`src/rtl/per2axi_master.sv`:
```
// -----------------------------------------------------------------------------
// per2axi_master
//   Bridges the cluster peripheral interconnect (req/gnt, r_valid) onto an AXI4
//   master port. Each granted 32-bit peripheral access becomes one single-beat
//   AXI read or write on the 64-bit bus; only one transaction is in flight.
//
// Ports
//   clk_i, rst_ni              clock, asynchronous active-low reset
//   per_slave_*                peripheral side: request/grant, registered
//                              one-cycle response with id, rdata and error flag
//   axi_aw_*, axi_w_*, axi_b_* AXI4 write address / data / response channels
//   axi_ar_*, axi_r_*          AXI4 read address / data channels
//   busy_o                     high while a transaction is in progress
//
// Configuration
//   PER2AXI_ERR_RESP_EN        when defined, resp[1] of the final B/R beat is
//                              reported on per_slave_r_opc_o; otherwise the
//                              response code is ignored and r_opc is always 0.
// -----------------------------------------------------------------------------
module per2axi_master #(
    parameter int unsigned PER_ADDR_WIDTH = 32,
    parameter int unsigned PER_ID_WIDTH   = 5,
    parameter int unsigned AXI_ADDR_WIDTH = 32,
    parameter int unsigned AXI_DATA_WIDTH = 64,
    parameter int unsigned AXI_ID_WIDTH   = 6
) (
    input  logic                        clk_i,
    input  logic                        rst_ni,

    input  logic                        per_slave_req_i,
    input  logic [PER_ADDR_WIDTH-1:0]   per_slave_add_i,
    input  logic                        per_slave_we_ni,
    input  logic [31:0]                 per_slave_wdata_i,
    input  logic [3:0]                  per_slave_be_i,
    input  logic [PER_ID_WIDTH-1:0]     per_slave_id_i,
    output logic                        per_slave_gnt_o,
    output logic                        per_slave_r_valid_o,
    output logic                        per_slave_r_opc_o,
    output logic [PER_ID_WIDTH-1:0]     per_slave_r_id_o,
    output logic [31:0]                 per_slave_r_rdata_o,

    output logic                        axi_aw_valid_o,
    output logic [AXI_ADDR_WIDTH-1:0]   axi_aw_addr_o,
    output logic [2:0]                  axi_aw_prot_o,
    output logic [7:0]                  axi_aw_len_o,
    output logic [2:0]                  axi_aw_size_o,
    output logic [1:0]                  axi_aw_burst_o,
    output logic [AXI_ID_WIDTH-1:0]     axi_aw_id_o,
    input  logic                        axi_aw_ready_i,

    output logic                        axi_w_valid_o,
    output logic [AXI_DATA_WIDTH-1:0]   axi_w_data_o,
    output logic [AXI_DATA_WIDTH/8-1:0] axi_w_strb_o,
    output logic                        axi_w_last_o,
    input  logic                        axi_w_ready_i,

    input  logic                        axi_b_valid_i,
    input  logic [1:0]                  axi_b_resp_i,
    input  logic [AXI_ID_WIDTH-1:0]     axi_b_id_i,
    output logic                        axi_b_ready_o,

    output logic                        axi_ar_valid_o,
    output logic [AXI_ADDR_WIDTH-1:0]   axi_ar_addr_o,
    output logic [2:0]                  axi_ar_prot_o,
    output logic [7:0]                  axi_ar_len_o,
    output logic [2:0]                  axi_ar_size_o,
    output logic [1:0]                  axi_ar_burst_o,
    output logic [AXI_ID_WIDTH-1:0]     axi_ar_id_o,
    input  logic                        axi_ar_ready_i,

    input  logic                        axi_r_valid_i,
    input  logic [AXI_DATA_WIDTH-1:0]   axi_r_data_i,
    input  logic [1:0]                  axi_r_resp_i,
    input  logic                        axi_r_last_i,
    input  logic [AXI_ID_WIDTH-1:0]     axi_r_id_i,
    output logic                        axi_r_ready_o,

    output logic                        busy_o
);

    // Number of address bits carried across; the rest are zero-filled.
    localparam int unsigned ADDR_COPY =
        (PER_ADDR_WIDTH < AXI_ADDR_WIDTH) ? PER_ADDR_WIDTH : AXI_ADDR_WIDTH;

    typedef enum logic [2:0] {
        IDLE,
        WR_REQ,
        WR_RESP,
        RD_REQ,
        RD_RESP
    } state_e;

    state_e                    state_q,   state_d;
    logic [PER_ADDR_WIDTH-1:0] add_q,     add_d;
    logic                      we_n_q,    we_n_d;
    logic [31:0]               wdata_q,   wdata_d;
    logic [3:0]                be_q,      be_d;
    logic [PER_ID_WIDTH-1:0]   id_q,      id_d;
    logic                      aw_done_q, aw_done_d;
    logic                      w_done_q,  w_done_d;
    logic                      r_valid_q, r_valid_d;
    logic                      r_opc_q,   r_opc_d;
    logic [PER_ID_WIDTH-1:0]   r_id_q,    r_id_d;
    logic [31:0]               r_rdata_q, r_rdata_d;

    logic                      lane;
    logic                      b_err;
    logic                      r_err;
    logic [AXI_ADDR_WIDTH-1:0] axi_addr;
    logic                      unused_inputs;

    // Upper or lower 32-bit half of the 64-bit bus.
    assign lane = add_q[2];

`ifdef PER2AXI_ERR_RESP_EN
    // SLVERR and DECERR both have resp[1] set.
    assign b_err = axi_b_resp_i[1];
    assign r_err = axi_r_resp_i[1];
`else
    assign b_err = 1'b0;
    assign r_err = 1'b0;
`endif

    // IDs are never checked: only one transaction is ever outstanding.
    assign unused_inputs = ^{axi_b_id_i, axi_r_id_i, axi_b_resp_i, axi_r_resp_i, add_q};

    always_comb begin
        axi_addr              = '0;
        axi_addr[ADDR_COPY-1:0] = add_q[ADDR_COPY-1:0];
    end

    assign axi_aw_addr_o  = axi_addr;
    assign axi_aw_prot_o  = 3'b000;
    assign axi_aw_len_o   = 8'h00;
    assign axi_aw_size_o  = 3'b010;
    assign axi_aw_burst_o = 2'b01;
    assign axi_aw_id_o    = '0;

    assign axi_w_data_o   = {wdata_q, wdata_q};
    assign axi_w_strb_o   = lane ? {be_q, 4'h0} : {4'h0, be_q};
    assign axi_w_last_o   = 1'b1;

    assign axi_ar_addr_o  = axi_addr;
    assign axi_ar_prot_o  = 3'b000;
    assign axi_ar_len_o   = 8'h00;
    assign axi_ar_size_o  = 3'b010;
    assign axi_ar_burst_o = 2'b01;
    assign axi_ar_id_o    = '0;

    assign per_slave_r_valid_o = r_valid_q;
    assign per_slave_r_opc_o   = r_opc_q;
    assign per_slave_r_id_o    = r_id_q;
    assign per_slave_r_rdata_o = r_rdata_q;
    assign busy_o              = (state_q != IDLE);

    always_comb begin
        state_d   = state_q;
        add_d     = add_q;
        we_n_d    = we_n_q;
        wdata_d   = wdata_q;
        be_d      = be_q;
        id_d      = id_q;
        aw_done_d = aw_done_q;
        w_done_d  = w_done_q;
        r_valid_d = 1'b0;
        r_opc_d   = r_opc_q;
        r_id_d    = r_id_q;
        r_rdata_d = r_rdata_q;

        per_slave_gnt_o = 1'b0;
        axi_aw_valid_o  = 1'b0;
        axi_w_valid_o   = 1'b0;
        axi_b_ready_o   = 1'b0;
        axi_ar_valid_o  = 1'b0;
        axi_r_ready_o   = 1'b0;

        case (state_q)
            IDLE: begin
                per_slave_gnt_o = per_slave_req_i;
                if (per_slave_req_i) begin
                    add_d     = per_slave_add_i;
                    we_n_d    = per_slave_we_ni;
                    wdata_d   = per_slave_wdata_i;
                    be_d      = per_slave_be_i;
                    id_d      = per_slave_id_i;
                    aw_done_d = 1'b0;
                    w_done_d  = 1'b0;
                    state_d   = per_slave_we_ni ? RD_REQ : WR_REQ;
                end
            end

            // AW and W complete independently, in either order or together;
            // the done flags remember which one has already handshaked.
            WR_REQ: begin
                axi_aw_valid_o = ~aw_done_q;
                axi_w_valid_o  = ~w_done_q;
                if (axi_aw_valid_o && axi_aw_ready_i) aw_done_d = 1'b1;
                if (axi_w_valid_o  && axi_w_ready_i)  w_done_d  = 1'b1;
                if (aw_done_d && w_done_d) state_d = WR_RESP;
            end

            WR_RESP: begin
                axi_b_ready_o = 1'b1;
                if (axi_b_valid_i) begin
                    state_d   = IDLE;
                    r_valid_d = 1'b1;
                    r_opc_d   = b_err;
                    r_id_d    = id_q;
                    r_rdata_d = '0;
                end
            end

            RD_REQ: begin
                axi_ar_valid_o = 1'b1;
                if (axi_ar_ready_i) state_d = RD_RESP;
            end

            // Non-final beats are accepted and dropped.
            RD_RESP: begin
                axi_r_ready_o = 1'b1;
                if (axi_r_valid_i && axi_r_last_i) begin
                    state_d   = IDLE;
                    r_valid_d = 1'b1;
                    r_opc_d   = r_err;
                    r_id_d    = id_q;
                    r_rdata_d = lane ? axi_r_data_i[63:32] : axi_r_data_i[31:0];
                end
            end

            default: state_d = IDLE;
        endcase
    end

    always_ff @(posedge clk_i or negedge rst_ni) begin
        if (!rst_ni) begin
            state_q   <= IDLE;
            add_q     <= '0;
            we_n_q    <= 1'b0;
            wdata_q   <= '0;
            be_q      <= '0;
            id_q      <= '0;
            aw_done_q <= 1'b0;
            w_done_q  <= 1'b0;
            r_valid_q <= 1'b0;
            r_opc_q   <= 1'b0;
            r_id_q    <= '0;
            r_rdata_q <= '0;
        end else begin
            state_q   <= state_d;
            add_q     <= add_d;
            we_n_q    <= we_n_d;
            wdata_q   <= wdata_d;
            be_q      <= be_d;
            id_q      <= id_d;
            aw_done_q <= aw_done_d;
            w_done_q  <= w_done_d;
            r_valid_q <= r_valid_d;
            r_opc_q   <= r_opc_d;
            r_id_q    <= r_id_d;
            r_rdata_q <= r_rdata_d;
        end
    end

endmodule

```
`config.mk`:
```
export PLATFORM = sky130hd
export DESIGN_NAME = per2axi_master
export DESIGN_NICKNAME = d
export VERILOG_FILES = /design/src/rtl/per2axi_master.sv
export SDC_FILE = /design/constraint.sdc
export NUM_CORES = 1
export LEC_CHECK = 0
export ABC_AREA = 1
export ABC_CLOCK_PERIOD_IN_PS = 3700
export CAP_MARGIN = 40
export CORE_AREA = 5 5 147 149
export DETAILED_ROUTE_END_ITERATION = 6
export DIE_AREA = 0 0 152 154
export HOLD_SLACK_MARGIN = 0.08
export PLACE_DENSITY_LB_ADDON = 0.25
export SETUP_SLACK_MARGIN = 0.3
export SLEW_MARGIN = 10
export SYNTH_ARGS = -nofsm -noshare
export SYNTH_HDL_FRONTEND = slang
export SYNTH_SLANG_ARGS = --single-unit
export TNS_END_PERCENT = 5
```
`constraint.sdc`:
```
create_clock -name clk_i -period 3.7 [get_ports clk_i]
set_input_delay 0.555 -clock clk_i [delete_from_list [all_inputs] [get_ports clk_i]]
set_output_delay 0.555 -clock clk_i [all_outputs]
set_load 0.01 [all_outputs]
```
==> summary.txt <==
STA
  • FMAX: 0.3808 GHz
  • Setup TNS: 0 ns
  • Final setup fails: 0
  • Hold Fails Final Rpt: 0
  • Clock skew: 0.005531 ns
  • Period utilisation layout: 70.97%
  • Slew HR: 52.71%
  • RSZ-0062 raised after global routing: no
  • Max Slew Vio Count: 0
  • Slew of the pin with the lowest slew margin: 0.7093 ns
  • Minimum clock period: 2.626 ns

Status
  • Outcome: finished, final reports clean

Detailed routing
  • Pre-antenna DRT Iters: 4
  • Routed Antenna Nets: 0
  • WL/cell: 15.32 um
  • Post-DR vias/cell: 4.066
  • Drt drc: 0
  • Final WL: 18.26 mm
  • Via count: 4847
  • Initial DRC count: 257

Clocking
  • Post-CTS Hold Buffers: 1
  • Clock Path Buffers: 2
  • Post-cts repair resize count: 0
  • CTS tree: yes
  • CTS sink cnt: 116
  • CTS buffer count: 17
  • Number of setup buffers added after CTS: 0
  • Root Driver: clkbuf_16
  • Clk_lat worst skew: 0.40 ns
  • CTS H-tree depth: 4
  • Clock transition at path regs: 0.05 ns

Global route
  • Grt ovf: 0
  • GR peak layer: met2
  • Number of global-route vias before repair: 4979
  • Largest net degree at the start of global routing: 52
  • Total global routing track utilization: 15.19%
  • First-pass GRT wire length: 28.42 mm
  • Met1 usage: 19.13%
  • Met2 usage: 25.02%
  • Met3 GRT Util: 5.424%
  • Initial antenna violation count: 0

Setup path
  • Worst setup SP type: flop
  • Worst r2r src: state_q[2]$_DFFE_PN0P_
  • Top cell family by delay on the critical path: flip-flops
  • Critical-path cell list: nand2_1 -> inv_1 -> clkdlybuf4s50_1
  • CP max FO: 26
  • CP Data Arrival Time: 2.07 ns
  • CP Class: flop to primary output
  • Worst path max stage delay: 0.82 ns
  • Required time of the critical path: 3.14 ns
  • WP buf/inv: 2
  • Critical path origin: axi_ar_addr_o[2]$_DFFE_PN0P_
  • Slowest-stage cell, CP: dfrtp_2
  • Endpoint class of the critical path: primary output

Placement
  • RD Place Congestion: 0.8402
  • Hpwl dp: 14.24 mm
  • Dpl cells: 1160
  • IO Port Bufs: 327

Worst hold path
  • Min-delay src: id_q[2]$_DFFE_PN0P_
  • Worst Hold Class: flop to flop

Power
  • Worst VDD drop: 0.3384 mV
  • Leakage Power: 4.296 nW
  • Pwr/cell area: 822.7 nW/um^2

Synth
  • Post-Syn Area: 5708 sq um
  • Synth warnings: 0
  • Sequential fraction of the synthesis area: 50.85%
  • Mapped Cells: 649
  • Count of cell types in the netlist: 17
  • Synthesized flop and latch total: 116
  • Mean post-synth cell area: 8.795 sq um

Die
  • Height of the die: 154 um
  • Io pins: 390
  • Die X: 152 um
  • Initial Util: 28.48%
  • Core Region: 20040 sq um
  • Core Rows: 52
  • Full die area: 23410 sq um

Final layout
  • Final non-filler cell total: 1192
  • Commonest non-fill, non-tap cell in the layout: clkdlybuf4s50_1
  • Share of cells above drive strength 1: 5.423%
  • Ant diodes: 0
  • Area Overhead vs Synth: 60.39%
  • Most frequent cells in the layout: clkdlybuf4s50_1 (326), nand2_1 (235), dfrtp_1 (115)
  • Final nets: 1073

Flow run
  • Max_cap viols: 0
## path summary, 6_finish.rpt
kind | endpoint | slack [ns] | cells past startpoint
setup / recovery | axi_w_strb_o[5] | 1.07 | 3
hold / removal | per_slave_r_id_o[2]$_DFFE_PN0P_ | 0.47 | 2
setup reg to reg | w_done_q$_DFFE_PN0P_ | 1.73 | 8
hold reg to reg | per_slave_r_id_o[2]$_DFFE_PN0P_ | 0.47 | 2
max in group asynchronous | axi_ar_addr_o[1]$_DFFE_PN0P_ | 2.54 | 3
min in group asynchronous | per_slave_r_rdata_o[2]$_DFFE_PN0P_ | 0.60 | 2
## metal layers
metal	wire length [um]	share of wire (%)
met1	7951	44
met3	1337	7.3
met5	0	0
met4	181	0.99
met2	8793	48
## metrics by stage
step / total power, mW / hold slack (ns) / util (%) / area [sq um] / worst slack (ns)
6_report: 7.532 / 0.4717 / 45.69 / 9155 / 1.074
5_1_grt: 8.063 / 0.4868 / 45.69 / 9155 / 0.9667
4_1_cts: 7.671 / 0.4735 / 45.69 / 9155 / 0.9758
3_5_place_dp: 6.135 / 0.4596 / 42.97 / 8611 / 1.222
3_3_place_gp: 6.077 / 0.4526 / 42.76 / 8568 / 1.252
2_1_floorplan: 4.245 / 0.2594 / - / 5873 / 2.137
## registers in the layout, indices dropped and copies added, names as in the netlist
signal / cells
be_q: 4
axi_ar_addr_o: 32
w_done_q: 1
state_q: 3
per_slave_r_id_o: 5
wdata_q: 32
per_slave_r_rdata_o: 32
aw_done_q: 1
per_slave_r_valid_o: 1
id_q: 5
## synthesized netlist by cell type
cell type / instances / share of area [%]
nand3_1: 41 / 3.6
clkbuf_1: 3 / 0.20
inv_2: 3 / 0.20
buf_2: 22 / 1.9
mux2i_1: 32 / 5.6
nand2_1: 235 / 15
o21ai_1: 13 / 1.1
inv_1: 16 / 1.1
o21a_1: 1 / 0.13
conb_1: 2 / 0.13
nand2_2: 3 / 0.33
dfrtp_1: 116 / 51
buf_6: 4 / 0.79
o21ai_0: 26 / 2.3
buf_4: 112 / 15
nor2_1: 18 / 1.2
nor2_4: 2 / 0.39
## worst register-to-register path, stage by stage, from the launching register on
cell and delay (ns):
dfrtp_1 0.43, nor2_4 0.17, nand2_2 0.08, nor2_4 0.11
buf_4 0.33, inv_2 0.28, buf_12 0.27, nand2_1 0.09
o21ai_0 0.07
## kinds of logic (layout without fill, tap and decap cells)
logic type | count (synthesis) | after routing | share of synthesized area [%]
simple gates | 299 | 299 | 20.96
compound gates | 40 | 40 | 3.551
buf+inv | 160 | 389 | 18.90
other cells | 2 | 46 | 0.1316
mux | 32 | 32 | 5.612
flops | 116 | 116 | 50.85
## cell type report
class / count / area (sq um)
flip-flops and latches: 116 / 2904
repair buffers: 339 / 3416
fillers: 2005 / 10880
multi-input cells: 417 / 1892
inverters: 19 / 71.32
well taps: 270 / 337.8
clock inverters: 11 / 87.58
clock buffers: 20 / 446.7
## report_power, final
group          switching, mW  internal (mW)  total (mW)  leakage, nW
clock                  0.565          0.926        1.49        0.261
sequential             0.491           1.84        2.33         1.49
combinational           1.67           2.04        3.71         2.55
No activity file was read; power rests on OpenSTA's default activity.
